<file path="src/rtl/instruction_fetch_register_if.sv">
// Bus between the instruction register and its surroundings: the control
// unit (Start/Flush/Write/Sel), the byte-wide instruction memory
// (I/MemValid/MemReq/ByteIdx) and the assembled instruction outputs.
interface instruction_fetch_register_if #(
    parameter int DATA_WIDTH = 8,
    parameter int NUM_BYTES  = 2
);
    localparam int SEL_W = ($clog2(NUM_BYTES) > 1) ? $clog2(NUM_BYTES) : 1;

    logic                            Start;
    logic                            Flush;
    logic                            Write;
    logic [SEL_W-1:0]                Sel;
    logic [DATA_WIDTH-1:0]           I;
    logic                            MemValid;
    logic                            MemReq;
    logic [SEL_W-1:0]                ByteIdx;
    logic [DATA_WIDTH*NUM_BYTES-1:0] IROut;
    logic                            IRValid;
    logic                            Busy;

    // Instruction register side: consumes commands and memory bytes.
    modport slave (
        input  Start, Flush, Write, Sel, I, MemValid,
        output MemReq, ByteIdx, IROut, IRValid, Busy
    );

    // Control unit / memory side.
    modport master (
        output Start, Flush, Write, Sel, I, MemValid,
        input  MemReq, ByteIdx, IROut, IRValid, Busy
    );
endinterface

</file>
<file path="src/rtl/instruction_fetch_register.sv">
// Instruction register assembled lane by lane from a byte-serial memory.
// Direct mode writes one lane per cycle chosen by Sel; auto-fetch mode walks
// lanes 0..NUM_BYTES-1 as memory bytes arrive and flags the finished word.
module instruction_fetch_register #(
    parameter int DATA_WIDTH = 8,
    parameter int NUM_BYTES  = 2
) (
    input  logic                          Clock,
    input  logic                          Reset,
    instruction_fetch_register_if.slave   bus
);
    localparam int SEL_W = ($clog2(NUM_BYTES) > 1) ? $clog2(NUM_BYTES) : 1;
    localparam int IR_W  = DATA_WIDTH * NUM_BYTES;

    typedef enum logic [1:0] {
        IDLE  = 2'd0,
        FETCH = 2'd1,
        DONE  = 2'd2
    } state_t;

    state_t           state_q, state_d;
    logic [SEL_W-1:0] idx_q, idx_d;
    logic [IR_W-1:0]  ir_q, ir_d;

    logic             wr_en;
    logic [SEL_W-1:0] wr_lane;
    logic             sel_in_range;
    logic             last_lane;

    assign sel_in_range = (int'(bus.Sel) < NUM_BYTES);
    assign last_lane    = (int'(idx_q) == NUM_BYTES - 1);

    // State, lane index and instruction register update.
    always_ff @(posedge Clock) begin
        if (Reset) begin
            state_q <= IDLE;
            idx_q   <= '0;
            ir_q    <= '0;
        end else begin
            state_q <= state_d;
            idx_q   <= idx_d;
            ir_q    <= ir_d;
        end
    end

    // Next-state and lane-write selection; Flush overrides Start, which
    // overrides memory capture, which overrides a direct write.
    always_comb begin
        state_d = state_q;
        idx_d   = idx_q;
        wr_en   = 1'b0;
        wr_lane = bus.Sel;

        if (bus.Flush) begin
            // Partially fetched lanes are kept; only the sequencer is reset.
            state_d = IDLE;
            idx_d   = '0;
        end else begin
            case (state_q)
                FETCH: begin
                    if (bus.MemValid) begin
                        wr_en   = 1'b1;
                        wr_lane = idx_q;
                        if (last_lane) begin
                            state_d = DONE;
                            idx_d   = '0;
                        end else begin
                            idx_d = idx_q + SEL_W'(1);
                        end
                    end
                end
                default: begin
                    if (bus.Start) begin
                        state_d = FETCH;
                        idx_d   = '0;
                    end else if (bus.Write && sel_in_range) begin
                        wr_en   = 1'b1;
                        wr_lane = bus.Sel;
                    end
                end
            endcase
        end
    end

    // Lane merge: only the addressed lane takes I, all others hold.
    always_comb begin
        ir_d = ir_q;
        for (int k = 0; k < NUM_BYTES; k++) begin
            if (wr_en && (int'(wr_lane) == k)) begin
                ir_d[k*DATA_WIDTH +: DATA_WIDTH] = bus.I;
            end
        end
    end

    assign bus.MemReq  = (state_q == FETCH);
    assign bus.Busy    = (state_q == FETCH);
    assign bus.IRValid = (state_q == DONE);
    assign bus.ByteIdx = idx_q;
    assign bus.IROut   = ir_q;

endmodule

</file>
<file path="src/flat_wrapper.sv">
// flat-port wrapper written by rule: the top's interface ports become plain ports
module instruction_fetch_register_flat 
#(
    parameter int DATA_WIDTH = 8,
    parameter int NUM_BYTES  = 2
)
  (Clock, Reset, bus_Start, bus_Flush, bus_Write, bus_Sel, bus_I, bus_MemValid, bus_MemReq, bus_ByteIdx, bus_IROut, bus_IRValid, bus_Busy);
  instruction_fetch_register_if #(.DATA_WIDTH(DATA_WIDTH), .NUM_BYTES(NUM_BYTES)) bus_i ();
  input  logic Clock;
  input  logic Reset;
  input wire logic [$bits(bus_i.Start)-1:0] bus_Start;
  input wire logic [$bits(bus_i.Flush)-1:0] bus_Flush;
  input wire logic [$bits(bus_i.Write)-1:0] bus_Write;
  input wire logic [$bits(bus_i.Sel)-1:0] bus_Sel;
  input wire logic [$bits(bus_i.I)-1:0] bus_I;
  input wire logic [$bits(bus_i.MemValid)-1:0] bus_MemValid;
  output wire logic [$bits(bus_i.MemReq)-1:0] bus_MemReq;
  output wire logic [$bits(bus_i.ByteIdx)-1:0] bus_ByteIdx;
  output wire logic [$bits(bus_i.IROut)-1:0] bus_IROut;
  output wire logic [$bits(bus_i.IRValid)-1:0] bus_IRValid;
  output wire logic [$bits(bus_i.Busy)-1:0] bus_Busy;
  assign bus_i.Start = bus_Start;
  assign bus_i.Flush = bus_Flush;
  assign bus_i.Write = bus_Write;
  assign bus_i.Sel = bus_Sel;
  assign bus_i.I = bus_I;
  assign bus_i.MemValid = bus_MemValid;
  assign bus_MemReq = bus_i.MemReq;
  assign bus_ByteIdx = bus_i.ByteIdx;
  assign bus_IROut = bus_i.IROut;
  assign bus_IRValid = bus_i.IRValid;
  assign bus_Busy = bus_i.Busy;
  instruction_fetch_register #(.DATA_WIDTH(DATA_WIDTH), .NUM_BYTES(NUM_BYTES)) u_core (.Clock(Clock), .Reset(Reset), .bus(bus_i));
endmodule
</file>
<file path="config.mk">
export PLATFORM = sky130hd
export DESIGN_NAME = instruction_fetch_register_flat
export DESIGN_NICKNAME = d
export VERILOG_FILES = /design/src/rtl/instruction_fetch_register_if.sv /design/src/rtl/instruction_fetch_register.sv /design/src/flat_wrapper.sv
export SDC_FILE = /design/constraint.sdc
export NUM_CORES = 1
export LEC_CHECK = 0
export BUFFER_PORTS_ARGS = -buffer_cell sky130_fd_sc_hd__buf_2
export CORE_ASPECT_RATIO = 1.25
export CORE_MARGIN = 4
export CORE_UTILIZATION = 46
export DETAILED_ROUTE_END_ITERATION = 10
export GPL_ROUTABILITY_DRIVEN = 0
export GPL_TIMING_DRIVEN = 0
export PLACE_DENSITY = 0.77
export SKIP_CTS_REPAIR_TIMING = 1
export SYNTH_ARGS = -nofsm -noshare
export SYNTH_HDL_FRONTEND = slang
export SYNTH_SLANG_ARGS = --single-unit
</file>
<file path="constraint.sdc">
create_clock -name Clock -period 1.5 [get_ports Clock]
set_clock_uncertainty 0.2 [all_clocks]
set_input_delay 0.15 -clock Clock [delete_from_list [all_inputs] [get_ports Clock]]
set_output_delay 0.15 -clock Clock [all_outputs]
set_load 0.005 [all_outputs]
</file>
After elaboration in Yosys (flattened, before gate mapping)

Cells that the tools add are included.

Output and inout port bits: 20
Input bits: 15
Latch bits: 0
Bits in read-only memories: 0
Flip-flop bits (word level): 19
Word-level logic and storage cells: 32
Memories: 0
Memory bits (writable): 0

Order comparisons: 0
Multipliers: 0
$add $sub $neg: 1
Muxes and demuxes: 16
Div/mod/pow operators: 0
Reductions and logical operators: 6
Bitwise operators: 1
Eq/ne operators: 4
Shift-type cells: 0

Operators with widths:

| kind                  | number |
|---|---|
| $mux W1               | 12 |
| $mux W2               | 4 |
| $reduce_and A3 Y1     | 1 |
| $eq A2 B1 Y1 const B  | 1 |
| $eq A2 B2 Y1 const B  | 1 |
| $logic_and A1 B1 Y1   | 2 |
| $ne A2 B1 Y1 const B  | 1 |
| $ne A2 B2 Y1 const B  | 1 |
| $reduce_and A2 Y1     | 1 |
| $reduce_bool A2 Y1    | 1 |
| $reduce_or A2 Y1      | 1 |
| $add A1 B1 Y1 const B | 1 |
| $not A1 Y1            | 1 |

Depth between registers and ports, before layout

Gate-level depths: netlist of the first run.

Word-level depth: 5
Gate-level depth with buffers: 4
Gate-level depth less buffers: 3

Worst setup path after synthesis of the first run

No wires, ideal clock.

Kind: register to register
From: register u_core.state_q[1]
To: register u_core.ir_q[10] (netlist: u_core.bus.IROut[10])
Period minus slack after synthesis: 1.324 ns
Data arrival time: 1.052 ns
Slack: 0.176 ns
Stages on the path, launching flop included: 5
Data required time: 1.228 ns
Path buffers: 1
Setup time: 0.072 ns
Cells stage by stage: dfxtp_1 -> and4bb_1 -> a22oi_2 -> buf_6 -> mux2i_1

Cells in the longest elaborated chain, start to end: 4
Elaborated cells between the ends (all ways): 6
Classes of those cells: 1 x eq/ne; 4 x mux; 1 x reduce/logical

Ends and longest elaborated chain:

| element                | line                             | text |
|---|---|---|
| start, declared        | instruction_fetch_register.sv:21 | `state_t state_q, state_d;` |
| start signal, assigned | instruction_fetch_register.sv:40 | `state_q <= state_d;` |
| $eq A2 B1 Y1 *         | instruction_fetch_register.sv:59 | `case (state_q)` |
| $mux W1                | instruction_fetch_register.sv:59 |  |
| $mux W1                | instruction_fetch_register.sv:54 | `if (bus.Flush) begin` |
| $logic_and A1 B1 Y1 *  | instruction_fetch_register.sv:89 | `if (wr_en && (int'(wr_lane) == k)) begin` |
| end signal, assigned   | instruction_fetch_register.sv:42 | `ir_q <= ir_d;` |
| end, declared          | instruction_fetch_register.sv:23 | `logic [IR_W-1:0] ir_q, ir_d;` |

Every way passes the cells marked *; elsewhere a longest branch is shown, timed or not.
A chain may end at the register's enable or synchronous reset.

Worst setup path in the final report of the first run

From: register u_core.state_q[0]
To: register u_core.ir_q[14] (netlist: u_core.bus.IROut[14])

The elaborated chain is that of the path after synthesis.

==> results of run 1 <==
[path summary, 6_finish.rpt]
| path | endpoint | cells past startpoint | from | slack, ns |
|---|---|---|---|---|
| worst max register to register | u_core.bus.IROut[14] | 4 | u_core.state_q[0] | 0.02 |
| worst min-delay path | u_core.state_q[1] | 3 | bus_MemValid | 0.0004 |
| worst min register to register | u_core.bus.IROut[10] | 2 | u_core.bus.IROut[10] | 0.28 |
| worst max-delay path | u_core.bus.IROut[14] | 4 | u_core.state_q[0] | 0.02 |
[Yosys cell counts]
library cell   n  area [um^2]
a22oi_1        2        15.01
nor4b_1        1        8.760
clkbuf_1       1        3.750
nand4b_1       1        8.760
a211o_1        1        8.760
and3b_1        1        8.760
dfxtp_1       19        380.4
and4bb_2       1        12.51
a211oi_1       2        15.01
buf_4          2        15.01
inv_1          2        7.510
a22oi_2        1        12.51
mux2i_1       16        160.2
and4bb_1       1        12.51
nand2_1        1        3.750
nand2b_1      26        162.7
nor2b_1        1        6.260
buf_6          2        22.52
nor3_1         1        5.000
[layout by cell type, fill, tap and decap left out, drive strengths merged]
cell type	count
nand2	1
dlygate4sd3	10
a211o	1
dfxtp	19
inv	2
a211oi	2
nor4b	1
nand4b	1
clkbuf	4
nor3	1
clkinv	1
and4bb	2
a22oi	3
nand2b	26
buf	38
mux2i	16
nor2b	1
and3b	1
[stage by stage]
step                      power, mW  utilization  instances
after floorplan              0.5956            -         82
after global placement       0.6410       0.5952        135
after detailed placement     0.6429       0.5952        135
after CTS                    0.9039       0.6106        139
after global routing         0.9657       0.6758        149
final                        0.9143       0.6758        149
[report_power, final]
group	internal, mW	switching [mW]
Combinational	0.0766	0.0523
Clock	0.0991	0.161
Sequential	0.517	0.00823
Total	0.693	0.222
[flip-flops by register name, summed over array words and instances (netlist names)]
| name | flops |
|---|---|
| u_core.bus.IROut | 16 |
| u_core.state_q | 2 |
| u_core.bus.ByteIdx | 1 |
[critical path, delay by kind of cell, from the launching register on]
family	cells	cell delay, ns
muxes	1	0.21
DFF	1	0.38
buffers and inverters	1	0.19
AOI/OAI and AO/OA	1	0.19
and+or+nand+nor	1	0.23
[metal layers]
| metal | track usage | up-vias |
|---|---|---|
| li1 | - | 378 |
| met1 | 0.1725 | 330 |
| met2 | 0.2311 | 25 |
| met3 | 0.03846 | 2 |
| met4 | 0.08300 | 0 |
| met5 | 0 | - |
[area by class of cell]
type / count / area (um^2)
well taps: 19 / 23.77
multi-input cells: 56 / 451.7
repair buffers: 44 / 270.3
fillers: 161 / 579.3
plain buffers: 5 / 41.29
clock buffers: 3 / 22.52
flip-flops and latches: 19 / 385.4
inverters: 2 / 7.507
clock inverters: 1 / 5.005
[kinds of logic after synthesis]
logic type             Yosys count  share of synthesized area
multiplexers                    16                     0.1842
AND/OR/NAND/NOR                 34                     0.2633
buffers and inverters            7                    0.05611
AO/OA/AOI/OAI                    6                    0.05898
flip-flops                      19                     0.4374
==> impl_results.md, run 1 <==
- Critical path arrival: 1.50 ns
- Post-synthesis cell count: 82
- Met3 Wirelength: 149 um
- Layout cells sized above 1: 0.3769
- Crit. End Element: flop
- Met2 wire length: 958 um
- Setup CP Type: reg -> reg
- Antenna violations before repair: 0
- Setup total negative slack: 0 ns
- Yosys reg bits: 19
- Status: complete, no violations
- Max_slew headroom: 0.7917
- IO buf count: 34
- CTS sink cnt: 19
- Cell row count: 17
- DIE AREA: 0.002654 mm^2
- Grt ovf: 0
- Chip Height: 56.61 um
- Hold Path Class: in -> reg
- Final period utilization: 0.9867
- Syn Std Cell Area: 869.6 um^2
- Pre-antenna DRT Iters: 3
- Crit-path cells: and4bb_1 -> a22oi_2 -> buf_6 -> mux2i_2
- Routed Wire Length: 1931 um
- First-pass GRT wire length: 2849 um
- Register area share after synthesis: 0.4374
- Max clock buf depth: 2
- Max Cap Viol: 0
- Worst skew pair latency: 0.29 ns
- Clk pin slew, worst setup/hold paths: 0.11 ns
- CTS H-tree depth: 1
- Via count of the routed design: 735
- Dpl cell area: 0.001064 mm^2
- DRT iter0 DRCs: 2
- Ys Warns: 0
- DR top layer: met4
- CP startpoint kind: flop
- Worst-path maximum fanout: 8
- Total CTS buffers: 3
- Final hold vios: 0
- Mapped Nets: 97
- Worst-Margin Slew: 0.3124 ns
- N_diodes: 0
- Max incr delay on CP: 0.38 ns
- Die W: 46.89 um
- Power density over the cells: 757.3 mW/mm^2
- Remaining DRCs: 0
- Final Max Slew Viols: 0
- Number of global-route vias before repair: 653
- Met1 WL: 806 um
- Pre-CTS WS: 0.04639 ns
- Lkg Pwr: 0.6286 nW
- Layout net count: 146
- TritonCTS clock tree: done
- Area growth syn-to-layout: 38.85%
- Highest clock rate: 0.6756 GHz
- Final Cell Area: 0.001207 mm^2
- Starting Density: 0.4867
- Detail Route Antenna Nets: 0
- Largest net degree at the start of global routing: 12
- Peak VDD IR: 0.0006299 V
- Root Driver: clkbuf_4
- Hold Slack: 0.0003564 ns
- Core box area: 0.001787 mm^2
- Tot GR Track Use: 0.1472
- Cell variety after synth: 19
- Crit path required time: 1.52 ns
- Final worst path period need: 1.480 ns
- Final worst slack: 0.01993 ns
- Detailed-route wire length per cell: 12.96 um
- Boundary Pins: 35
- Slowest cell on crit path: dfxtp_4
- Avg Inst Size Synth: 10.60 um^2
- RSZ-0062 raised after global routing: yes
- Drt via density: 4.933
- Final setup violation count: 0
- DP HPWL: 1296 um
No activity file was read; power rests on OpenSTA's default activity.
==> inputs of run 2 (changes only) <==
--- a/config.mk
+++ b/config.mk
@@ -8,11 +8,11 @@
 export BUFFER_PORTS_ARGS = -buffer_cell sky130_fd_sc_hd__buf_2
 export CORE_ASPECT_RATIO = 1.25
 export CORE_MARGIN = 4
-export CORE_UTILIZATION = 46
+export CORE_UTILIZATION = 50
 export DETAILED_ROUTE_END_ITERATION = 10
 export GPL_ROUTABILITY_DRIVEN = 0
 export GPL_TIMING_DRIVEN = 0
-export PLACE_DENSITY = 0.77
+export PLACE_DENSITY = 0.82
 export SKIP_CTS_REPAIR_TIMING = 1
 export SYNTH_ARGS = -nofsm -noshare
 export SYNTH_HDL_FRONTEND = slang
==> constraint.sdc (replaced) <==
create_clock -name Clock -period 1.9 [get_ports Clock]
set_clock_uncertainty 0.2 [all_clocks]
set_input_delay 0.19 -clock Clock [delete_from_list [all_inputs] [get_ports Clock]]
set_output_delay 0.19 -clock Clock [all_outputs]
set_load 0.005 [all_outputs]
==> run 2 against run 1 <==
Highest routed layer unchanged. Clock power fell by 24%. Non-clock buffer count is 2 lower. The run now ends with hold timing left. Sequential power is 21% lower.
==> impl_results.md, run 2 (synthesis results as in run 1) <==
- Status: finished, violations left
- Failing checks: hold timing
- Final worst path period need: 1.670 ns
- Most common cell after layout, fill and taps aside: buf_2
- Root Driver: clkbuf_4
- Dpl cell area: 0.001062 mm^2
- Final core utilization: 0.7297
- Max Cap Viol: 0
- TritonCTS clock tree: done
- Max FFs per register: 16
- Tot GR Track Use: 0.1605
- Layout cells sized above 1: 0.3359
- RSZ-0062 raised after global routing: no
- Worst r2r src: u_core.state_q[0]
- Met1 usage: 0.1871
- GRT met2 Usage: 0.2712
- Crit-path cells: dlygate4sd3_1 -> buf_2 -> and4bb_1 -> a22oi_1 -> buf_6 -> mux2i_1
- Setup CP Type: in -> reg
- Detail Route Antenna Nets: 0
- Max_slew headroom: 0.7784
- Hold path startpoint: bus_I[3]
- Final Max Slew Viols: 0
- Area growth syn-to-layout: 34.39%
- Placed Instances: 134
- Max incr delay on CP: 0.52 ns
- DRT iter0 DRCs: 20
- Final worst slack: 0.2296 ns
- Largest net degree at the start of global routing: 11
- DP HPWL: 1336 um
- Largest delay contributor family on the critical path: buffers and inverters
- Remaining DRCs: 0
- CTS H-tree depth: 1
- Hold Path Class: in -> reg
- Hold Slack: -0.006463 ns
- Core box area: 0.001602 mm^2
- Via count of the routed design: 727
- Antenna violations before repair: 0
- Worst-Margin Slew: 0.3323 ns
- Routed Wire Length: 1797 um
- Fillers: 127
- First-pass GRT wire length: 2863 um
- Final setup violation count: 0
- Lkg Pwr: 0.6223 nW
- Reg-to-reg slack, setup: 0.40 ns
- Die W: 45.30 um
- Worst skew pair latency: 0.29 ns
- Setup total negative slack: 0 ns
- Max clock buf depth: 2
- Cell row count: 16
- DIE AREA: 0.002475 mm^2
- Peak VDD IR: 0.0004442 V
- Number of global-route vias before repair: 672
- GR peak layer: met2
- Worst-path maximum fanout: 8
- Number of buffer and inverter stages on the critical path: 3
- IO buf count: 34
- Starting Density: 0.5430
- Boundary Pins: 35
- N_diodes: 0
- GR Util met3: 0.04276
- Final Cell Area: 0.001169 mm^2
- Crit path required time: 1.92 ns
- Non-filler cells, final: 146
- CP startpoint kind: input pin
- Final period utilization: 0.8792
- Final hold vios: 1
- Chip Height: 54.63 um
- Crit path from: bus_Flush
- Slowest cell on crit path: dlygate4sd3_1
- CTS sink cnt: 19
- Grt ovf: 0
- Pre-CTS WS: 0.4350 ns
- Overall Power: 0.7091 mW
- Layout net count: 144
- Clk pin slew, worst setup/hold paths: 0.10 ns
- Most frequent cells in the layout: buf_2 (34), nand2b_1 (26), dfxtp_1 (19), mux2i_1 (16), dlygate4sd3_1 (8)
- Crit. End Element: flop
- Critical path arrival: 1.69 ns
- Detailed-route wire length per cell: 12.31 um
- Power density over the cells: 606.8 mW/mm^2
- Pre-antenna DRT Iters: 4
- Drt via density: 4.979
- Total CTS buffers: 3
- Highest clock rate: 0.5986 GHz
-- run 2: path summary, 6_finish.rpt --
| check | endpoint | cells past startpoint |
|---|---|---|
| setup reg to reg | u_core.bus.IROut[4] | 4 |
| setup / recovery | u_core.bus.IROut[4] | 6 |
| hold reg to reg | u_core.bus.IROut[12] | 2 |
| hold / removal | u_core.bus.IROut[11] | 3 |
-- run 2: metal layers --
metal,vias to the layer above,wire (um)
li1,374,-
met1,323,763
met2,28,884
met3,2,138
met4,0,10
met5,-,0
-- run 2: power breakdown --
part	leakage, nW	total, mW	switching, mW	internal [mW]
Sequential	0.154	0.415	0.00621	0.409
Combinational	0.453	0.0958	0.0392	0.0566
Clock	0.0150	0.198	0.117	0.0817
-- run 2: cell type report --
class	count	area, um^2	share of cell area
multi-input combinational	56	440.4	0.3769
sequential	19	380.4	0.3255
timing repair buffer	42	250.2	0.2141
buffer	5	41.29	0.03533
clock buffer	4	26.28	0.02248
tap	18	22.52	0.01927
inverter	2	7.507	0.006424
-- run 2: worst reg2reg max path: cells and delay by family (launching register included) --
kind | cells | cell delay [ns]
flip-flops | 1 | 0.42
AO/OA/AOI/OAI | 1 | 0.23
multiplexers | 1 | 0.21
buffers and inverters | 1 | 0.19
AND/OR/NAND/NOR | 1 | 0.17
==> inputs of run 3 (changes only) <==
--- a/config.mk
+++ b/config.mk
@@ -13,6 +13,8 @@
 export GPL_ROUTABILITY_DRIVEN = 0
 export GPL_TIMING_DRIVEN = 0
 export PLACE_DENSITY = 0.82
+export RECOVER_POWER = 25
+export REMOVE_ABC_BUFFERS = 1
 export SKIP_CTS_REPAIR_TIMING = 1
 export SYNTH_ARGS = -nofsm -noshare
 export SYNTH_HDL_FRONTEND = slang
==> run 3 against run 2 <==
The flow still finishes with violations (hold timing). Via count decreased by 5.4%. Flip-flop and latch count unchanged. Power decreased by 1.3%. Clock-buffer cell count decreased by 1. Critical path depth decreased by 3. Largest cell class unchanged. Largest power group unchanged.
==> impl_results.md, run 3 (synthesis results as in run 1) <==
- Status: finished, violations left
- Failing checks: hold timing
- Reg-to-reg slack, setup: 0.15 ns
- Final core utilization: 0.6922
- RSZ-0062 raised after global routing: no
- Grt ovf: 0
- CP startpoint kind: flop
- Routed Wire Length: 1773 um
- Remaining DRCs: 0
- N_diodes: 0
- Max clock buf depth: 2
- Crit. End Element: flop
- Final Max Slew Viols: 0
- Number of global-route vias before repair: 624
- Layout cells sized above 1: 0.3058
- Detailed-route wire length per cell: 12.76 um
- Most frequent cells in the layout: buf_2 (30), nand2b_1 (26), dfxtp_1 (19), mux2i_1 (16), dlygate4sd3_1 (6)
- Core box area: 0.001602 mm^2
- Boundary Pins: 35
- Total CTS buffers: 3
- Peak VDD IR: 0.0005529 V
- First-pass GRT wire length: 2580 um
- Die W: 45.30 um
- Clk pin slew, worst setup/hold paths: 0.11 ns
- Worst skew pair latency: 0.30 ns
- DIE AREA: 0.002475 mm^2
- Final setup violation count: 0
- Via count of the routed design: 688
- IO buf count: 34
- Critical path arrival: 1.78 ns
- Non-filler cells, final: 139
- Cell row count: 16
- Detail Route Antenna Nets: 0
- CTS H-tree depth: 1
- DRT iter0 DRCs: 4
- Pre-CTS WS: -0.1652 ns
- Chip Height: 54.63 um
- Crit-path cells: and4bb_1 -> a22oi_2 -> mux2i_1
- Max_slew headroom: 0.5576
- Final worst path period need: 1.749 ns
- Highest clock rate: 0.5718 GHz
- Antenna violations before repair: 0
- Tot GR Track Use: 0.1462
- Worst-Margin Slew: 0.6636 ns
- Hold Slack: -0.03855 ns
- Setup CP Type: reg -> reg
- Area growth syn-to-layout: 27.48%
- Largest delay contributor family on the critical path: compound AO/OA/AOI/OAI gates
- Most common cell after layout, fill and taps aside: buf_2
- Crit path required time: 1.93 ns
- Final hold vios: 6
- Lkg Pwr: 0.5770 nW
- Setup total negative slack: 0 ns
- Placed Instances: 129
- Max FFs per register: 16
- Pre-antenna DRT Iters: 3
- Starting Density: 0.5430
- Final period utilization: 0.9205
- TritonCTS clock tree: done
- Largest net degree at the start of global routing: 28
- Power density over the cells: 631.6 mW/mm^2
- Max incr delay on CP: 0.58 ns
- Worst-path maximum fanout: 8
- Number of buffer and inverter stages on the critical path: 0
- Hold Path Class: in -> reg
- Drt via density: 4.950
- Root Driver: clkbuf_4
- Layout net count: 137
- Final worst slack: 0.1511 ns
- CTS sink cnt: 19
- Slowest cell on crit path: a22oi_2
- Max Cap Viol: 0
## run 3: cell types whose count changed in the layout (fill, tap and decap cells not counted)
cell / previous run / this run
buf_6: 2 / 0
dlygate4sd3_1: 8 / 6
clkinv_2: 0 / 1
buf_4: 2 / 0
clkbuf_1: 2 / 4
a22oi_2: 1 / 2
a22oi_1: 2 / 1
buf_2: 34 / 30
## run 3: final cells by class
cell class              instances  area, um^2
fillers                       135       493.0
well taps                      18       22.52
clock buffers                   3       22.52
repair buffers                 40       225.2
flip-flops and latches         19       380.4
multi-input cells              56       445.4
clock inverters                 1       5.005
inverters                       2       7.507
## run 3: worst reg2reg max path, stage by stage (launching register included)
cell and delay (ns):
dfxtp_1 0.40, and4bb_1 0.24, a22oi_2 0.58, mux2i_1 0.27
## run 3: metal layers
metal	wire (um)	part of all wire	vias up	track usage
li1	-	-	361	-
met1	730	0.41	302	0.1787
met2	903	0.51	25	0.2524
met3	139	0.078	0	0.02303
met4	0	0	0	0.05854
met5	0	0	-	0
## run 3: power breakdown
| part | internal, mW | total, mW | switching [mW] |
|---|---|---|---|
| registers | 0.409 | 0.415 | 0.00591 |
| clock network | 0.0784 | 0.200 | 0.121 |
| logic | 0.0486 | 0.0859 | 0.0373 |
| total | 0.536 | 0.700 | 0.164 |
## run 3: final timing paths
| path | start | to | cells past startpoint |
|---|---|---|---|
| min | bus_I[1] | u_core.bus.IROut[1] | 3 |
| max | u_core.state_q[1] | u_core.bus.IROut[11] | 3 |
| max reg2reg | u_core.state_q[1] | u_core.bus.IROut[11] | 3 |
| min reg2reg | u_core.bus.IROut[12] | u_core.bus.IROut[12] | 2 |
## run 3: metrics by stage
| step | area [um^2] | power (mW) |
|---|---|---|
| final | 1109 | 0.7001 |
| after detailed placement | 1021 | 0.5011 |
| after floorplan | 828.3 | 0.4617 |
| after global placement | 1021 | 0.4980 |
| after global routing | 1109 | 0.7301 |
| after CTS | 1049 | 0.6953 |
